**src/rtl/clmul_gf2_serial.sv**
```systemverilog
// Digit-serial GF(2) carry-less multiplier with optional reduction modulo {1,POLY}.
// Multiplies LSB-digit first, then folds the upper half back MSB first, DIGIT bits per cycle.
module clmul_gf2_serial #(
    parameter int           N     = 8,
    parameter int           DIGIT = 2,
    parameter logic [N-1:0] POLY  = N'(8'h1B)
) (
    input  logic           clk,
    input  logic           rst_n,
    input  logic           in_valid,
    output logic           in_ready,
    input  logic [N-1:0]   a,
    input  logic [N-1:0]   b,
    input  logic           reduce,
    output logic           out_valid,
    input  logic           out_ready,
    output logic [2*N-1:0] out
);

    localparam int              K     = N / DIGIT;
    localparam int              CW    = (K > 1) ? $clog2(K) : 1;
    localparam logic [CW-1:0]   LAST  = CW'(K - 1);
    localparam logic [2*N-1:0]  PFULL = {{(N-1){1'b0}}, 1'b1, POLY};

    typedef enum logic [1:0] {IDLE, MUL, RED, DONE} state_t;

    state_t         r_state;
    logic [2*N-1:0] r_acc;
    logic [2*N-1:0] r_ash;
    logic [N-1:0]   r_bsh;
    logic           r_reduce;
    logic [CW-1:0]  r_cnt;
    logic           r_in_ready;
    logic           r_out_valid;

    logic [2*N-1:0] w_mul_acc;
    logic [2*N-1:0] w_red_acc;
    logic           w_last;

    // Partial product of the (pre-shifted) A against one digit of B.
    function automatic logic [2*N-1:0] clmul_digit(input logic [2*N-1:0] x,
                                                   input logic [DIGIT-1:0] d);
        logic [2*N-1:0] p;
        p = '0;
        for (int k = 0; k < DIGIT; k++) begin
            if (d[k]) p = p ^ (x << k);
        end
        return p;
    endfunction

    // Fold one digit of the upper half; bits are handled top-down so a fold
    // that sets a lower bit inside the same digit is seen by that bit.
    function automatic logic [2*N-1:0] red_digit(input logic [2*N-1:0] x,
                                                 input logic [CW-1:0]  c);
        logic [2*N-1:0] p;
        p = x;
        for (int j = 2*N-1; j >= N; j--) begin
            if (((2*N-1-j) / DIGIT) == int'(c) && p[j]) p = p ^ (PFULL << (j - N));
        end
        return p;
    endfunction

    assign w_mul_acc = r_acc ^ clmul_digit(r_ash, r_bsh[DIGIT-1:0]);
    assign w_red_acc = red_digit(r_acc, r_cnt);
    assign w_last    = (r_cnt == LAST);

    always_ff @(posedge clk) begin
        if (!rst_n) begin
            r_state     <= IDLE;
            r_acc       <= '0;
            r_ash       <= '0;
            r_bsh       <= '0;
            r_reduce    <= 1'b0;
            r_cnt       <= '0;
            r_in_ready  <= 1'b0;
            r_out_valid <= 1'b0;
        end else begin
            case (r_state)
                IDLE: begin
                    if (in_valid && r_in_ready) begin
                        r_ash      <= {{N{1'b0}}, a};
                        r_bsh      <= b;
                        r_reduce   <= reduce;
                        r_acc      <= '0;
                        r_cnt      <= '0;
                        r_in_ready <= 1'b0;
                        r_state    <= MUL;
                    end else begin
                        r_in_ready <= 1'b1;
                    end
                end
                MUL: begin
                    r_acc <= w_mul_acc;
                    r_ash <= r_ash << DIGIT;
                    r_bsh <= r_bsh >> DIGIT;
                    if (w_last) begin
                        r_cnt <= '0;
                        if (r_reduce) begin
                            r_state <= RED;
                        end else begin
                            r_state     <= DONE;
                            r_out_valid <= 1'b1;
                        end
                    end else begin
                        r_cnt <= r_cnt + 1'b1;
                    end
                end
                RED: begin
                    r_acc <= w_red_acc;
                    if (w_last) begin
                        r_cnt       <= '0;
                        r_state     <= DONE;
                        r_out_valid <= 1'b1;
                    end else begin
                        r_cnt <= r_cnt + 1'b1;
                    end
                end
                DONE: begin
                    if (out_ready) begin
                        r_out_valid <= 1'b0;
                        r_in_ready  <= 1'b1;
                        r_state     <= IDLE;
                    end
                end
                default: begin
                    r_state <= IDLE;
                end
            endcase
        end
    end

    // The accumulator is left untouched until the next acceptance, so the
    // last result stays visible in IDLE.
    assign out       = r_acc;
    assign in_ready  = r_in_ready;
    assign out_valid = r_out_valid;

endmodule

```
**config.mk**
```make
export PLATFORM = sky130hd
export DESIGN_NAME = clmul_gf2_serial
export DESIGN_NICKNAME = d
export VERILOG_FILES = /design/src/rtl/clmul_gf2_serial.sv
export SDC_FILE = /design/constraint.sdc
export NUM_CORES = 1
export LEC_CHECK = 0
export ABC_AREA = 0
export BUFFER_PORTS_ARGS = -buffer_cell sky130_fd_sc_hd__buf_4
export CAP_MARGIN = 15
export CORE_MARGIN = 2
export CORE_UTILIZATION = 25
export DETAILED_ROUTE_END_ITERATION = 8
export PLACE_DENSITY = 0.46
export RECOVER_POWER = 50
export SETUP_SLACK_MARGIN = 0.2
export SLEW_MARGIN = 30
export SYNTH_ARGS = -nofsm -noshare
export SYNTH_HDL_FRONTEND = slang
export SYNTH_SLANG_ARGS = --single-unit
```
**constraint.sdc**
```tcl
create_clock -name clk -period 3.6 [get_ports clk]
set_input_delay 0.18 -clock clk [delete_from_list [all_inputs] [get_ports clk]]
set_output_delay 0.18 -clock clk [all_outputs]
set_load 0.01 [all_outputs]
```
-- After elaboration in Yosys (flattened, before gate mapping)
Index checks and enable logic that the tools add are counted.
W data, S select, Z words.
- register bits: 47
- input port bits: 21
- bitwise logic cells: 10
- reductions and logical operators: 24
- equal/unequal tests: 12
- muxes and demuxes: 33
- $add $sub $neg: 1
- operator list (operator ; number):
    $mux W16 ; 5
    $pmux W16 S3 ; 1
    $not A5 Y5 ; 8
    $pmux W16 S2 ; 1
    $xor A16 B16 Y16 ; 2
    $pmux W8 S2 ; 1
    $mux W15 ; 1
    $mux W14 ; 1
    $mux W13 ; 1
    $mux W12 ; 1
    $mux W2 ; 6
    $mux W11 ; 1
    $mux W10 ; 1
    $ne A2 B2 Y1 const B ; 5
    $reduce_and A2 Y1 ; 5
    $logic_and A1 B1 Y1 ; 9
    $mux W9 ; 1
    $mux W8 ; 1
    $pmux W2 S4 ; 1
    $mux W1 ; 7
    $eq A2 B2 Y1 const B ; 3
    $reduce_bool A2 Y1 ; 3
    $reduce_bool A3 Y1 ; 2
    $reduce_and A5 Y1 ; 1
    10 further kinds ; 12

-- Logic depth before layout (Yosys ltp)
Gate-level depths: netlist of the first run.
- word-level depth: 18
- mapped depth: 9

-- Worst setup path before layout of the first run
No wires, ideal clock.
- kind: flip-flop to flip-flop
- from: register r_cnt[0]
- to: register r_acc[1] (netlist: out[1])
- arrival time: 2.052 ns
- buffers on the path: 0
- library setup time: 0.091 ns
- stages on the path, launching flop included: 9
- path slack: 1.458 ns
- clock period less this slack: 2.142 ns
- path through: dfxtp_1 > inv_1 > ha_1 > nand2_2 > xor2_2 > mux2i_4 > xnor3_1 > nand2b_1 > a311oi_1
- cells in the longest elaborated chain, start to end: 14
- elaborated cells between the ends (all ways): 21
- classes of those cells: 2 x eq/ne; 9 x mux; 3 x bitwise; 7 x reduce/logical
- RTL lines (element ; RTL line ; text):
    start, declared ; 32 ; logic [CW-1:0] r_cnt;
    start signal, assigned ; 105 ; r_cnt <= r_cnt + 1'b1;
    start signal, assigned ; 115 ; r_cnt <= r_cnt + 1'b1;
    $logic_not A2 Y1 ; 58 ; if (((2*N-1-j) / DIGIT) == int'(c) && p[j]) p = p ^ (PFULL << (j - N));
    $logic_and A1 B1 Y1 ; 58 ;
    $mux W16 ; 58 ;
    $mux W15 ; 58 ;
    $not A5 Y5 (no source line) ; - ;
    $mux W14 ; 58 ;
    $not A5 Y5 (no source line) ; - ;
    $mux W13 ; 58 ;
    $mux W12 ; 58 ;
    $mux W11 ; 58 ;
    $mux W10 ; 58 ;
    $logic_and A1 B1 Y1 ; 58 ;
    $mux W9 * ; 58 ;
    $pmux W16 S3 * ; 78 ; case (r_state)
    end signal, assigned ; 93 ; r_acc <= w_mul_acc;
    end signal, assigned ; 109 ; r_acc <= w_red_acc;
    end, declared ; 28 ; logic [2*N-1:0] r_acc;
Every way passes the cells marked *; elsewhere a longest branch is shown, timed or not.
A chain may end at the register's enable or synchronous reset.

-- Final worst setup path of the first run
- from: register r_state[0]
- to: register r_acc[2] (netlist: out[2])
- cells in the longest elaborated chain, start to end: 3
- elaborated cells between the ends (all ways): 7
- classes of those cells: 3 x eq/ne; 1 x mux; 3 x reduce/logical
- RTL lines (element ; RTL line ; text):
    start, declared ; 27 ; state_t r_state;
    start signal, assigned ; 69 ; r_state <= IDLE;
    start signal, assigned ; 87 ; r_state <= MUL;
    start signal, assigned ; 99 ; r_state <= RED;
    $eq A2 B2 Y1, or another cell as far along ; 78 ;
    $reduce_bool A3 Y1 (no source line) or $ne A2 B2 Y1 (tied branches) ; - ;
    $reduce_and A2 Y1 (no source line) ; - ;
Several ways; a longest one is shown, not always the timed one.

==> flow_summary.rst, run 1 <==
.. list-table::
   :header-rows: 1

   * - Metric
     - Value
   * - Number of antenna-violating nets in the routed design
     - 0
   * - RR Endpoint
     - out[2]
   * - Worst Hold End
     - r_bsh[7]
   * - Gate family responsible for the most delay along the worst path
     - simple AND/OR/NAND/NOR gates
   * - Post-synth EDFFs
     - 0
   * - Placer's final routability congestion estimate
     - 0.7562
   * - Reported leakage power
     - 1.168 nW
   * - Die area
     - 12530 µm²
   * - Maximum net fanout on the critical path
     - 11
   * - First-pass GRT wire length
     - 12430 µm
   * - Die Span X
     - 111.9 µm
   * - Number of DRC markers after the initial detailed-route iteration
     - 114
   * - Gate Count Post-Synth
     - 359
   * - Cell count of the worst hold path
     - 3
   * - Slew at the pin with the worst max-slew slack
     - 0.9473 ns
   * - Worst supply voltage drop on vdd
     - 0.0002422 V
   * - Std cell rows
     - 39
   * - Max Freq
     - 0.3929 GHz
   * - Distinct cell type count of the synthesized netlist
     - 46
   * - Unrepaired setup endpoints after global routing
     - no
   * - Area overhead of the layout relative to synthesis
     - 16.67%
   * - Number of ports placed on the die boundary
     - 39
   * - Hold wc startpoint
     - b[7]
   * - Number of buffers between clock root and the deepest sink
     - 2
   * - Post-cts repair resize count
     - 0
   * - Placeable core region
     - 11420 µm²
   * - Root buffer cell
     - sky130_fd_sc_hd__clkbuf_16
   * - Power per Cell Area
     - 588.7 nW/µm²
   * - Yosys top cell area share
     - 0.3230
   * - Layout Nets
     - 417
   * - Cells on worst reg2reg path
     - 9
   * - Clock H-tree levels
     - 2
   * - Critical path data required time
     - 3.79 ns
   * - Total count of hold-check failures in the final report
     - 0
   * - Starting utilization of the core area
     - 0.2551
   * - Hold/Removal Path Class
     - input pin to flip-flop
   * - Standard cell area after detailed placement
     - 3332 µm²
   * - Seq/Total Area, Yosys
     - 0.3230
   * - Worst-skew pair later-pin latency
     - 0.28 ns
   * - Endpoint arrival time on the critical path
     - 2.74 ns
   * - Share of the clock period used by the worst path after layout
     - 0.7069
   * - Synth area leader
     - sky130_fd_sc_hd__dfxtp_1
   * - Largest net degree at the start of global routing
     - 33
   * - Grt ovf
     - 0
   * - Fraction of final layout cells with drive strength greater than 1
     - 0.08740
   * - Top area cells in the synthesized netlist
     - sky130_fd_sc_hd__dfxtp_1 (32%), sky130_fd_sc_hd__nand2_1 (7.2%), sky130_fd_sc_hd__xnor2_1 (6.9%)
   * - Via density per instance
     - 4.750
   * - Cells along the critical path
     - inv_1, ha_1, a21boi_1, nor3b_1, buf_4, nand2_1, o21ai_0, a21oi_1, o32ai_1
   * - Area of the mapped netlist
     - 2913 µm²
   * - CP startpoint kind
     - flip-flop
   * - Critical Path Sink Type
     - flip-flop
   * - Setup slack, reg-to-reg
     - 1.06 ns
   * - Per-instance average area after synthesis
     - 8.114 µm²
   * - Total stage count of the critical path
     - 9
   * - Total via count after detailed routing
     - 2527
   * - Number of input and output port buffers inserted
     - 38
   * - Final std cell area, no fill
     - 3398 µm²
   * - Worst-path clk slew
     - 0.07 ns
   * - Remaining design rule violation count
     - 0
   * - Length of the first detailed-routing pass in iterations
     - 4
   * - Remaining max-slew budget at the tightest pin
     - 0.3685
   * - Antenna violations before repair
     - 0
   * - Crit path buf inv count
     - 2
   * - Status
     - finished, final reports clean
   * - Vertical die dimension
     - 111.9 µm
   * - Max-slew violation count
     - 0
   * - Warning count from the yosys run
     - 0
   * - Clock skew
     - 0.006127 ns
   * - Slowest stage cell on the critical path
     - sky130_fd_sc_hd__nor3b_1
   * - Average wire per cell in the routed design
     - 14.57 µm
   * - CTS tree
     - done
   * - Post-layout min period
     - 2.545 ns
   * - Post-Syn Nets
     - 388
   * - Setup Total Neg Slack
     - 0 ns
   * - Start-to-end type of the worst setup path
     - flip-flop to flip-flop
   * - Sink Count
     - 47
   * - Total wire length after detailed routing
     - 7753 µm
   * - Max stage delay on crit path
     - 0.65 ns
   * - Register bit total from synthesis
     - 47
   * - Antenna diode instance count
     - 0
   * - Ys async rst share
     - 0
   * - Number of global-route vias before repair
     - 2356
   * - Total of endpoints with negative setup slack in the final report
     - 0
   * - Total CTS buffers
     - 5
   * - Start of the worst register-to-register path
     - r_state[0]
   * - Postcts setup bufs
     - 0
   * - Max-cap violation count
     - 0
   * - HPWL reported at the end of detailed placement
     - 5676 µm
   * - Number of fillers in the final layout
     - 1269
   * - Total routing resource utilization after global routing
     - 0.1210
   * - CTS Hold Buffers Added
     - 0
   * - Commonest register cell after synthesis
     - sky130_fd_sc_hd__dfxtp_1
worst reg2reg max path: stages (launching register included):
cell and delay [ns]:
sky130_fd_sc_hd__dfxtp_1 0.41, sky130_fd_sc_hd__inv_1 0.09, sky130_fd_sc_hd__ha_1 0.33, sky130_fd_sc_hd__a21boi_1 0.22, sky130_fd_sc_hd__nor3b_1 0.65, sky130_fd_sc_hd__buf_4 0.28
sky130_fd_sc_hd__nand2_1 0.09, sky130_fd_sc_hd__o21ai_0 0.19, sky130_fd_sc_hd__a21oi_1 0.08, sky130_fd_sc_hd__o32ai_1 0.11
stage by stage:
stage	power [mW]	cells	worst slack, ns	util	hold slack (ns)
global placement	1.570	524	1.191	0.2918	0.4197
floorplan	1.333	359	1.458	-	0.3183
CTS	2.055	532	1.043	0.3042	0.1251
global route	2.162	532	0.7688	0.2976	0.1423
detailed placement	1.582	524	1.081	0.2918	0.4242
finish	2.001	532	1.055	0.2976	0.1303
kinds of logic (layout without fill, tap and decap cells):
group,Yosys count,in the layout,synth area share
XOR/XNOR,44,44,0.1542
AO/OA/AOI/OAI,83,83,0.1967
AND/OR/NAND/NOR,132,132,0.1937
buffers and inverters,29,59,0.03866
flip-flops,47,47,0.3230
multiplexers,16,16,0.05928
adder cells (fa/ha/maj),8,8,0.03437
per-layer routing:
layer / global-route usage / vias to the layer above / part of all wire / wire length [µm]
li1: - / 1310 / - / -
met1: 0.1653 / 1168 / 0.49 / 3798
met2: 0.2012 / 45 / 0.47 / 3661
met3: 0.01905 / 4 / 0.030 / 229
met4: 0.02927 / 0 / 0.0083 / 64
met5: 0 / - / 0 / 0
cell usage after synthesis (all sizes together) (2+ instances only):
cell type	number
a21boi	3
inv	6
nand3	6
ha	8
o32ai	2
clkbuf	17
clkinv	2
dfxtp	47
xor2	17
nand2b	6
o22ai	3
buf	4
o2111ai	4
o21a	2
mux2i	16
or3	2
nor2	51
nor3	4
o21ai	13
a22oi	17
and3b	2
a211oi	14
xnor2	23
xnor3	3
a32oi	4
o211ai	2
a21oi	13
nand2	57
where the power goes:
group / switching [mW] / internal (mW)
Sequential: 0.129 / 0.617
Clock: 0.201 / 0.257
Combinational: 0.524 / 0.273
Total: 0.854 / 1.15
flip-flops by register name, indices dropped and copies added, names as in the netlist:
register / count
r_reduce: 1
out_valid: 1
in_ready: 1
r_ash: 16
r_bsh: 8
r_state: 2
r_cnt: 2
out: 16
area by class of cell:
type,count,area [µm²],share of cell area
inverter,8,30.03,0.008837
clock inverter,2,12.51,0.003682
sequential,47,940.9,0.2769
tap,143,178.9,0.05265
clock buffer,6,128.9,0.03792
timing repair buffer,43,247.7,0.07290
multi-input combinational,283,1859,0.5471
how the worst max path moves through the flow:
| stage | start | endpoint | slack [ns] |
|---|---|---|---|
| after floorplan | r_cnt[0] | out[1] | 1.46 |
| after global placement | r_state[0] | out[2] | 1.19 |
| after detailed placement | r_state[0] | out[2] | 1.08 |
| after CTS | r_state[0] | out[2] | 1.04 |
| after global routing | r_state[0] | out[2] | 0.77 |
| final | r_state[0] | out[2] | 1.06 |
cell usage in the layout, fill, tap and decap left out, types with 8 or more instances in the layout:
master and count:
sky130_fd_sc_hd__a211oi_1 14, sky130_fd_sc_hd__a21oi_1 13, sky130_fd_sc_hd__a22oi_1 17, sky130_fd_sc_hd__buf_4 23
sky130_fd_sc_hd__clkbuf_1 21, sky130_fd_sc_hd__dfxtp_1 47, sky130_fd_sc_hd__ha_1 8, sky130_fd_sc_hd__mux2i_1 15
sky130_fd_sc_hd__nand2_1 56, sky130_fd_sc_hd__nor2_1 51, sky130_fd_sc_hd__o21ai_0 10, sky130_fd_sc_hd__xnor2_1 23
sky130_fd_sc_hd__xor2_1 16
Note: power is estimated with default switching activity, not from simulation.
==> run 2: changes to the inputs <==
ABC_AREA = 1   (was 0)
clock period = 2.6 ns   (was 3.6 ns; I/O delays follow)
==> run 2 against run 1 <==
Against the previous run: cell area up 6.4%; first-iteration DRC count up 37%; synthesized cell count up 32%; area after synthesis up 7.4%; clock-buffer cell count unchanged.
==> flow_summary.rst, run 2 <==
.. list-table::
   :header-rows: 1

   * - Metric
     - Value
   * - Worst supply voltage drop on vdd
     - 0.0002315 V (-4.4%)
   * - Cell type with the highest occurrence count on the critical path
     - sky130_fd_sc_hd__nand2_1
   * - Parity-gate share of the synthesized area counting xor and xnor cells
     - 0.07557 (-0.07864)
   * - Total wire length after detailed routing
     - 9172 µm (+18%)
   * - Number of global-route vias before repair
     - 2967 (+26%)
   * - CTS Hold Buffers Added
     - 0 (unchanged)
   * - Ranking of synthesized cells by instance count
     - sky130_fd_sc_hd__nand2_1 (151), sky130_fd_sc_hd__dfxtp_1 (47), sky130_fd_sc_hd__nand3_1 (46)
   * - Number of DRC markers after the initial detailed-route iteration
     - 156 (+37%)
   * - First-pass GRT wire length
     - 14980 µm (+21%)
   * - Share of the clock period used by the worst path after layout
     - 0.8209 (+0.1140)
   * - Distinct cell type count of the synthesized netlist
     - 36 (-22%)
   * - Cell count of the worst hold path
     - 3 (unchanged)
   * - Placeable core region
     - 12110 µm² (+6.1%)
   * - Worst-path clk slew
     - 0.07 ns (about the same)
   * - Leading cell type in the layout, fill and taps excluded
     - sky130_fd_sc_hd__nand2_1
   * - HPWL reported at the end of detailed placement
     - 6756 µm (+19%)
   * - Maximum net fanout on the critical path
     - 8 (-3)
   * - Reported leakage power
     - 1.321 nW (+13%)
   * - Number of instances in the placed design
     - 661 (+26%)
   * - Main combinational cell family by area after synthesis
     - simple AND/OR/NAND/NOR gates
   * - Final core utilization
     - 0.2987 (+0.001046)
   * - Post-Syn Nets
     - 502 (+29%)
   * - CP startpoint kind
     - flip-flop
   * - Most numerous cell in the Yosys netlist
     - sky130_fd_sc_hd__nand2_1
   * - Total count of hold-check failures in the final report
     - 0 (unchanged)
   * - Power per Cell Area
     - 680.5 nW/µm² (+16%)
   * - Max Freq
     - 0.4685 GHz (+19%)
   * - Average wire per cell in the routed design
     - 13.71 µm (-5.9%)
   * - Sink Count
     - 47 (unchanged)
   * - Ys async rst share
     - 0 (unchanged)
   * - Layout Nets
     - 529 (+27%)
   * - Warning count from the yosys run
     - 0 (unchanged)
   * - Routed length on met2
     - 4221 µm (+15%)
   * - Total of endpoints with negative setup slack in the final report
     - 0 (unchanged)
   * - Fraction of final layout cells with drive strength greater than 1
     - 0.1257 (+0.03834)
   * - Hold/Removal Path Class
     - input pin to flip-flop
   * - Synth area leader
     - sky130_fd_sc_hd__dfxtp_1
   * - Met3 wire length
     - 293 µm (+28%)
   * - Die Span X
     - 115.9 µm (+3.5%)
   * - CTS tree
     - done
   * - Max-slew violation count
     - 0 (unchanged)
   * - Vertical die dimension
     - 115.9 µm (+3.5%)
   * - Setup slack of the critical path after layout
     - 0.4656 ns (-0.5895 ns)
   * - Gate Count Post-Synth
     - 473 (+32%)
   * - Cells along the critical path
     - inv_1, ha_1, nand2_4, nand2_1, nand2_1, nand3_1, nand2_1, nor2_1, nand3_1, nand3_1, nand2_1, nand2_1, a21oi_2
   * - Post-cts repair resize count
     - 0 (unchanged)
   * - Root buffer cell
     - sky130_fd_sc_hd__clkbuf_16
   * - Placer's final routability congestion estimate
     - 0.8149 (+7.8%)
   * - Synth Area in Simple Gates
     - 0.3459 (+0.1521)
   * - Slowest stage cell on the critical path
     - sky130_fd_sc_hd__ha_1
   * - Fin Hold WS
     - 0.1092 ns (-0.02107 ns)
   * - Worst-skew pair later-pin latency
     - 0.29 ns (about the same)
   * - Total CTS buffers
     - 5 (unchanged)
   * - Unrepaired setup endpoints after global routing
     - no
   * - Total routing resource utilization after global routing
     - 0.1425 (+0.02150)
   * - Routed length on met1
     - 4598 µm (+21%)
   * - Uppermost layer routed
     - met4
   * - Via density per instance
     - 4.553 (-4.1%)
   * - Pre-CTS setup slack
     - 0.4531 ns (-0.6278 ns)
   * - Critical Path Sink Type
     - flip-flop
   * - Synthesized-area fraction occupied by ao, oa, aoi and oai cells
     - 0.1671 (-0.02960)
   * - Top library cells by usage in the layout, fill and taps aside
     - sky130_fd_sc_hd__nand2_1 (151), sky130_fd_sc_hd__dfxtp_1 (47), sky130_fd_sc_hd__nand3_1 (46)
   * - Number of ports placed on the die boundary
     - 39 (unchanged)
   * - Clock skew
     - 0.003340 ns (-0.002787 ns)
   * - Endpoint arrival time on the critical path
     - 2.31 ns (-0.43 ns)
   * - Setup Total Neg Slack
     - 0 ns (unchanged)
   * - Top area cells in the synthesized netlist
     - sky130_fd_sc_hd__dfxtp_1 (30%), sky130_fd_sc_hd__nand2_1 (18%), sky130_fd_sc_hd__nand3_1 (7.4%)
   * - Number of antenna-violating nets in the routed design
     - 0 (unchanged)
   * - Slew at the pin with the worst max-slew slack
     - 0.9233 ns (-0.02407 ns)
   * - Seq/Total Area, Yosys
     - 0.3007 (-0.02234)
   * - Max-cap violation count
     - 0 (unchanged)
   * - Number of input and output port buffers inserted
     - 38 (unchanged)
   * - Postcts setup bufs
     - 0 (unchanged)
   * - Largest net degree at the start of global routing
     - 29 (-12%)
   * - Yosys top cell area share
     - 0.3007 (-0.02234)
   * - Grt ovf
     - 0 (unchanged)
   * - Register bit total from synthesis
     - 47 (unchanged)
   * - Die area
     - 13430 µm² (+7.2%)
   * - Remaining max-slew budget at the tightest pin
     - 0.3822 (+0.01377)
   * - Length of the first detailed-routing pass in iterations
     - 5 (+1)
   * - Post-layout min period
     - 2.134 ns (-0.4105 ns)
   * - Post-synthesis mux area share
     - 0 (-0.05928)
   * - Remaining design rule violation count
     - 0 (unchanged)
   * - Cells on worst reg2reg path
     - 13 (+4)
   * - Standard cell area after detailed placement
     - 3547 µm² (+6.5%)
   * - Status
     - finished, final reports clean
   * - Adder-cell share of the synthesized area
     - 0.03199 (-0.002377)
   * - Antenna diode instance count
     - 0 (unchanged)
   * - Max stage delay on crit path
     - 0.43 ns (-0.22 ns)
   * - Std cell rows
     - 40 (+2.6%)
   * - Final std cell area, no fill
     - 3617 µm² (+6.4%)
   * - Total via count after detailed routing
     - 3046 (+21%)
   * - Finished Layout Cells
     - 669 (+26%)
   * - Commonest register cell after synthesis
     - sky130_fd_sc_hd__dfxtp_1
   * - Number of buffers between clock root and the deepest sink
     - 2 (unchanged)
   * - Per-instance average area after synthesis
     - 6.616 µm² (-18%)
   * - Area overhead of the layout relative to synthesis
     - 15.59%
   * - Area of the mapped netlist
     - 3129 µm² (+7.4%)
   * - Start-to-end type of the worst setup path
     - flip-flop to flip-flop
   * - Post-synth EDFFs
     - 0 (unchanged)
   * - Antenna violations before repair
     - 0 (unchanged)
   * - Clock H-tree levels
     - 2 (unchanged)
   * - Total chip power
     - 2.461 mW (+23%)
   * - Starting utilization of the core area
     - 0.2584 (+0.003272)
   * - Critical path data required time
     - 2.77 ns (-1.02 ns)
-- run 2: critical path, delay by kind of cell, from the launching register on --
family                   cells  cell delay [ns]
AND/OR/NAND/NOR             10             1.08
adder cells (fa/ha/maj)      1             0.43
flip-flops                   1             0.33
buffers and inverters        1             0.12
AO/OA/AOI/OAI                1             0.05
-- run 2: kinds of logic after synthesis --
| group | count (synthesis) |
|---|---|
| xor gates and xnor gates | 27 |
| buffers and inverters | 57 |
| AOI/OAI and AO/OA | 94 |
| adders and majority gates | 8 |
| DFF | 47 |
| and+or+nand+nor | 240 |
-- run 2: power breakdown --
part	switching, mW	leakage, nW	total [mW]	internal (mW)
clock network	0.305	0.0675	0.667	0.361
logic	0.586	0.872	0.820	0.234
registers	0.136	0.382	0.974	0.839
-- run 2: cell type report --
cell class / count / area (µm²)
Clock inverter: 2 / 16.27
Clock buffer: 6 / 128.9
Sequential cell: 47 / 940.9
Timing Repair Buffer: 44 / 255.2
Inverter: 33 / 123.9
Tap cell: 168 / 210.2
Fill cell: 1407 / 8494
Multi-Input combinational cell: 369 / 1942
-- run 2: worst paths after layout --
path,start,to,slack (ns)
setup / recovery,r_cnt[0],out[4],0.47
hold reg to reg,r_bsh[4],r_bsh[2],0.47
hold / removal,b[2],r_bsh[2],0.11
setup reg to reg,r_cnt[0],out[4],0.47
-- run 2: layer usage --
metal,GRT usage,vias up
li1,-,1598
met1,0.1878,1400
met2,0.2460,43
met3,0.02458,5
met4,0.02778,0
met5,0,-
==> run 3: changes to the inputs <==
PLACE_DENSITY = 0.47   (was 0.46)
clock period = 1.9 ns   (was 2.6 ns; I/O delays follow)
==> run 3 against run 2 <==
Against the previous run: routed wire length up 4.2%; core utilization rose by 3.8 points; sequential cell count is the same.
==> flow_summary.rst, run 3 (synthesis gave the netlist of run 2 again) <==
.. list-table::
   :header-rows: 1

   * - Metric
     - Value
   * - Root buffer cell
     - sky130_fd_sc_hd__clkbuf_16
   * - Total count of hold-check failures in the final report
     - 0 (unchanged)
   * - Final std cell area, no fill
     - 4074 µm² (+13%)
   * - HPWL reported at the end of detailed placement
     - 6937 µm (+2.7%)
   * - Endpoint arrival time on the critical path
     - 1.94 ns (-0.37 ns)
   * - Antenna diode instance count
     - 0 (unchanged)
   * - Vertical die dimension
     - 115.9 µm (unchanged)
   * - Largest net degree at the start of global routing
     - 30 (+3.4%)
   * - Critical path data required time
     - 2.12 ns (-0.65 ns)
   * - Total wire length after detailed routing
     - 9553 µm (+4.2%)
   * - First-pass GRT wire length
     - 15240 µm (+1.7%)
   * - Max-cap violation count
     - 0 (unchanged)
   * - Start-to-end type of the worst setup path
     - flip-flop to flip-flop
   * - Std cell rows
     - 40 (unchanged)
   * - Start of the worst register-to-register path
     - r_state[0]
   * - Endpoint of the most critical setup path
     - r_bsh[1]
   * - Remaining design rule violation count
     - 0 (unchanged)
   * - Layout Nets
     - 557 (+5.3%)
   * - Gr busiest metal
     - met2
   * - Total routing resource utilization after global routing
     - 0.1430 (+0.0005772)
   * - Total via count after detailed routing
     - 3293 (+8.1%)
   * - Area overhead of the layout relative to synthesis
     - 30.19%
   * - Average wire per cell in the routed design
     - 13.71 µm (about the same)
   * - CTS Hold Buffers Added
     - 0 (unchanged)
   * - Unrepaired setup endpoints after global routing
     - yes
   * - Critical Path Sink Type
     - flip-flop
   * - Number of input and output port buffers inserted
     - 38 (unchanged)
   * - Setup slack, reg-to-reg
     - 0.18 ns (-0.29 ns)
   * - Finished Layout Cells
     - 697 (+4.2%)
   * - Startpoint of the most critical setup path
     - r_state[0]
   * - RR Endpoint
     - r_bsh[1]
   * - Number of antenna-violating nets in the routed design
     - 0 (unchanged)
   * - Reported leakage power
     - 1.509 nW (+14%)
   * - Length of the first detailed-routing pass in iterations
     - 4 (-1)
   * - Worst supply voltage drop on vdd
     - 0.0004407 V (+90%)
   * - Via density per instance
     - 4.725 (+3.8%)
   * - Slowest stage cell on the critical path
     - sky130_fd_sc_hd__dfxtp_1
   * - Cell count of the worst hold path
     - 3 (unchanged)
   * - Share of the clock period used by the worst path after layout
     - 0.9056 (+0.08472)
   * - Die Span X
     - 115.9 µm (unchanged)
   * - Number of fillers in the final layout
     - 1374 (-2.3%)
   * - Maximum net fanout on the critical path
     - 14 (+6)
   * - Max Freq
     - 0.5812 GHz (+24%)
   * - Met3 track demand over resource
     - 0.02824 (+0.003661)
   * - Number of global-route vias before repair
     - 3058 (+3.1%)
   * - Remaining max-slew budget at the tightest pin
     - 0.7058 (+0.3235)
   * - Clock H-tree levels
     - 2 (unchanged)
   * - Leading cell type in the layout, fill and taps excluded
     - sky130_fd_sc_hd__nand2_1
   * - Max-slew violation count
     - 0 (unchanged)
   * - Top library cells by usage in the layout, fill and taps aside
     - sky130_fd_sc_hd__nand2_1 (140), sky130_fd_sc_hd__buf_4 (50), sky130_fd_sc_hd__dfxtp_1 (43)
   * - Total CTS buffers
     - 5 (unchanged)
   * - Placeable core region
     - 12110 µm² (unchanged)
   * - Crit path buf inv count
     - 3 (+2)
   * - Met2 global-route usage
     - 0.2312 (-0.01481)
   * - Placer's final routability congestion estimate
     - 0.8467 (+3.9%)
   * - Gate family responsible for the most delay along the worst path
     - buffers and inverters
   * - Slew at the pin with the worst max-slew slack
     - 0.4408 ns (-0.4825 ns)
   * - Cells on worst reg2reg path
     - 8 (-5)
   * - Die area
     - 13430 µm² (unchanged)
   * - Number of instances in the placed design
     - 681 (+3.0%)
   * - Number of DRC markers after the initial detailed-route iteration
     - 150 (-3.8%)
   * - GRT met1 Usage
     - 0.1921 (+0.004354)
   * - Starting utilization of the core area
     - 0.2584 (unchanged)
   * - CTS tree
     - done
   * - Max stage delay on crit path
     - 0.31 ns (-0.12 ns)
   * - Worst-path clk slew
     - 0.07 ns (about the same)
   * - Clock skew
     - 0.007193 ns (+0.003853 ns)
   * - Total of endpoints with negative setup slack in the final report
     - 0 (unchanged)
   * - Number of ports placed on the die boundary
     - 39 (unchanged)
   * - Standard cell area after detailed placement
     - 3697 µm² (+4.2%)
   * - Power per Cell Area
     - 930.1 nW/µm² (+37%)
   * - Cells along the critical path
     - inv_1, ha_1, clkbuf_1, nand3_1, o21ai_4, buf_4, o21ai_0, a31oi_1
   * - Number of buffers between clock root and the deepest sink
     - 2 (unchanged)
   * - Hold/Removal Path Class
     - input pin to flip-flop
   * - Grt ovf
     - 0 (unchanged)
   * - Total chip power
     - 3.789 mW (+54%)
   * - Worst-skew pair later-pin latency
     - 0.29 ns (about the same)
   * - Post-layout min period
     - 1.721 ns (-0.4137 ns)
   * - Total stage count of the critical path
     - 8 (-5)
   * - CP startpoint kind
     - flip-flop
   * - Antenna violations before repair
     - 0 (unchanged)
   * - Sink Count
     - 47 (unchanged)
   * - Status
     - finished, final reports clean
   * - Fraction of final layout cells with drive strength greater than 1
     - 0.2476 (+0.1219)
run 3: cell count changes in the layout (fill, tap and decap cells not counted), sizes merged:
cell      before  now
buf           24   53
clkinv         0    3
inv           34   32
clkbuf        26   25
clkinvlp       1    0
run 3: per-stage QoR:
stage | setup TNS (ns) | worst slack [ns] | hold slack, ns | utilization
2_1_floorplan | 0 | 0.2656 | 0.2333 | -
3_3_place_gp | -0.2134 | -0.07419 | 0.3732 | 0.3053
3_5_place_dp | -0.3890 | -0.1083 | 0.3787 | 0.3053
4_1_cts | 0 | 0.1883 | 0.06313 | 0.3228
5_1_grt | 0 | 0.02473 | 0.06877 | 0.3364
6_report | 0 | 0.1793 | 0.06785 | 0.3364
run 3: timing repair:
| action | CTS | global route |
|---|---|---|
| endpoints found under the hold margin | 0 | 0 |
| setup buffers | 1 | 6 |
| gates cloned | 0 | 1 |
| gates resized for setup | 17 | 54 |
| setup endpoints to repair | 12 | 43 |
| pin swaps | 3 | 10 |
run 3: where the power goes:
part	switching (mW)	total, mW	internal, mW
clock network	0.421	0.915	0.494
logic	0.966	1.56	0.598
registers	0.156	1.31	1.15
run 3: layout make-up:
type	count	area, µm²	area share
Inverter	33	131.4	0.03225
Timing Repair Buffer	72	480.5	0.1179
Sequential cell	47	945.9	0.2322
Clock inverter	2	17.52	0.004300
Clock buffer	6	128.9	0.03163
Multi-Input combinational cell	369	2160	0.5301
Tap cell	168	210.2	0.05160
run 3: tightest hold or removal path, delay by kind of cell:
kind	cells	cell delay [ns]
buffers and inverters	1	0.10
AND/OR/NAND/NOR	1	0.05
AO/OA/AOI/OAI	1	0.07
run 3: how the worst min path moves through the flow:
| stage | to | slack (ns) | start |
|---|---|---|---|
| final | r_ash[2] | 0.07 | a[2] |
| after global routing | r_bsh[4] | 0.07 | b[4] |
| after global placement | r_reduce | 0.37 | reduce |
| after detailed placement | r_bsh[1] | 0.38 | b[1] |
| after floorplan | r_ash[2] | 0.23 | rst_n |
| after CTS | r_ash[2] | 0.06 | a[2] |
run 3: routing by layer:
metal | wire (µm) | up-vias | part of all wire
li1 | - | 1669 | -
met1 | 4475 | 1527 | 0.47
met2 | 4470 | 77 | 0.47
met3 | 408 | 20 | 0.043
met4 | 197 | 0 | 0.021
met5 | 0 | - | 0
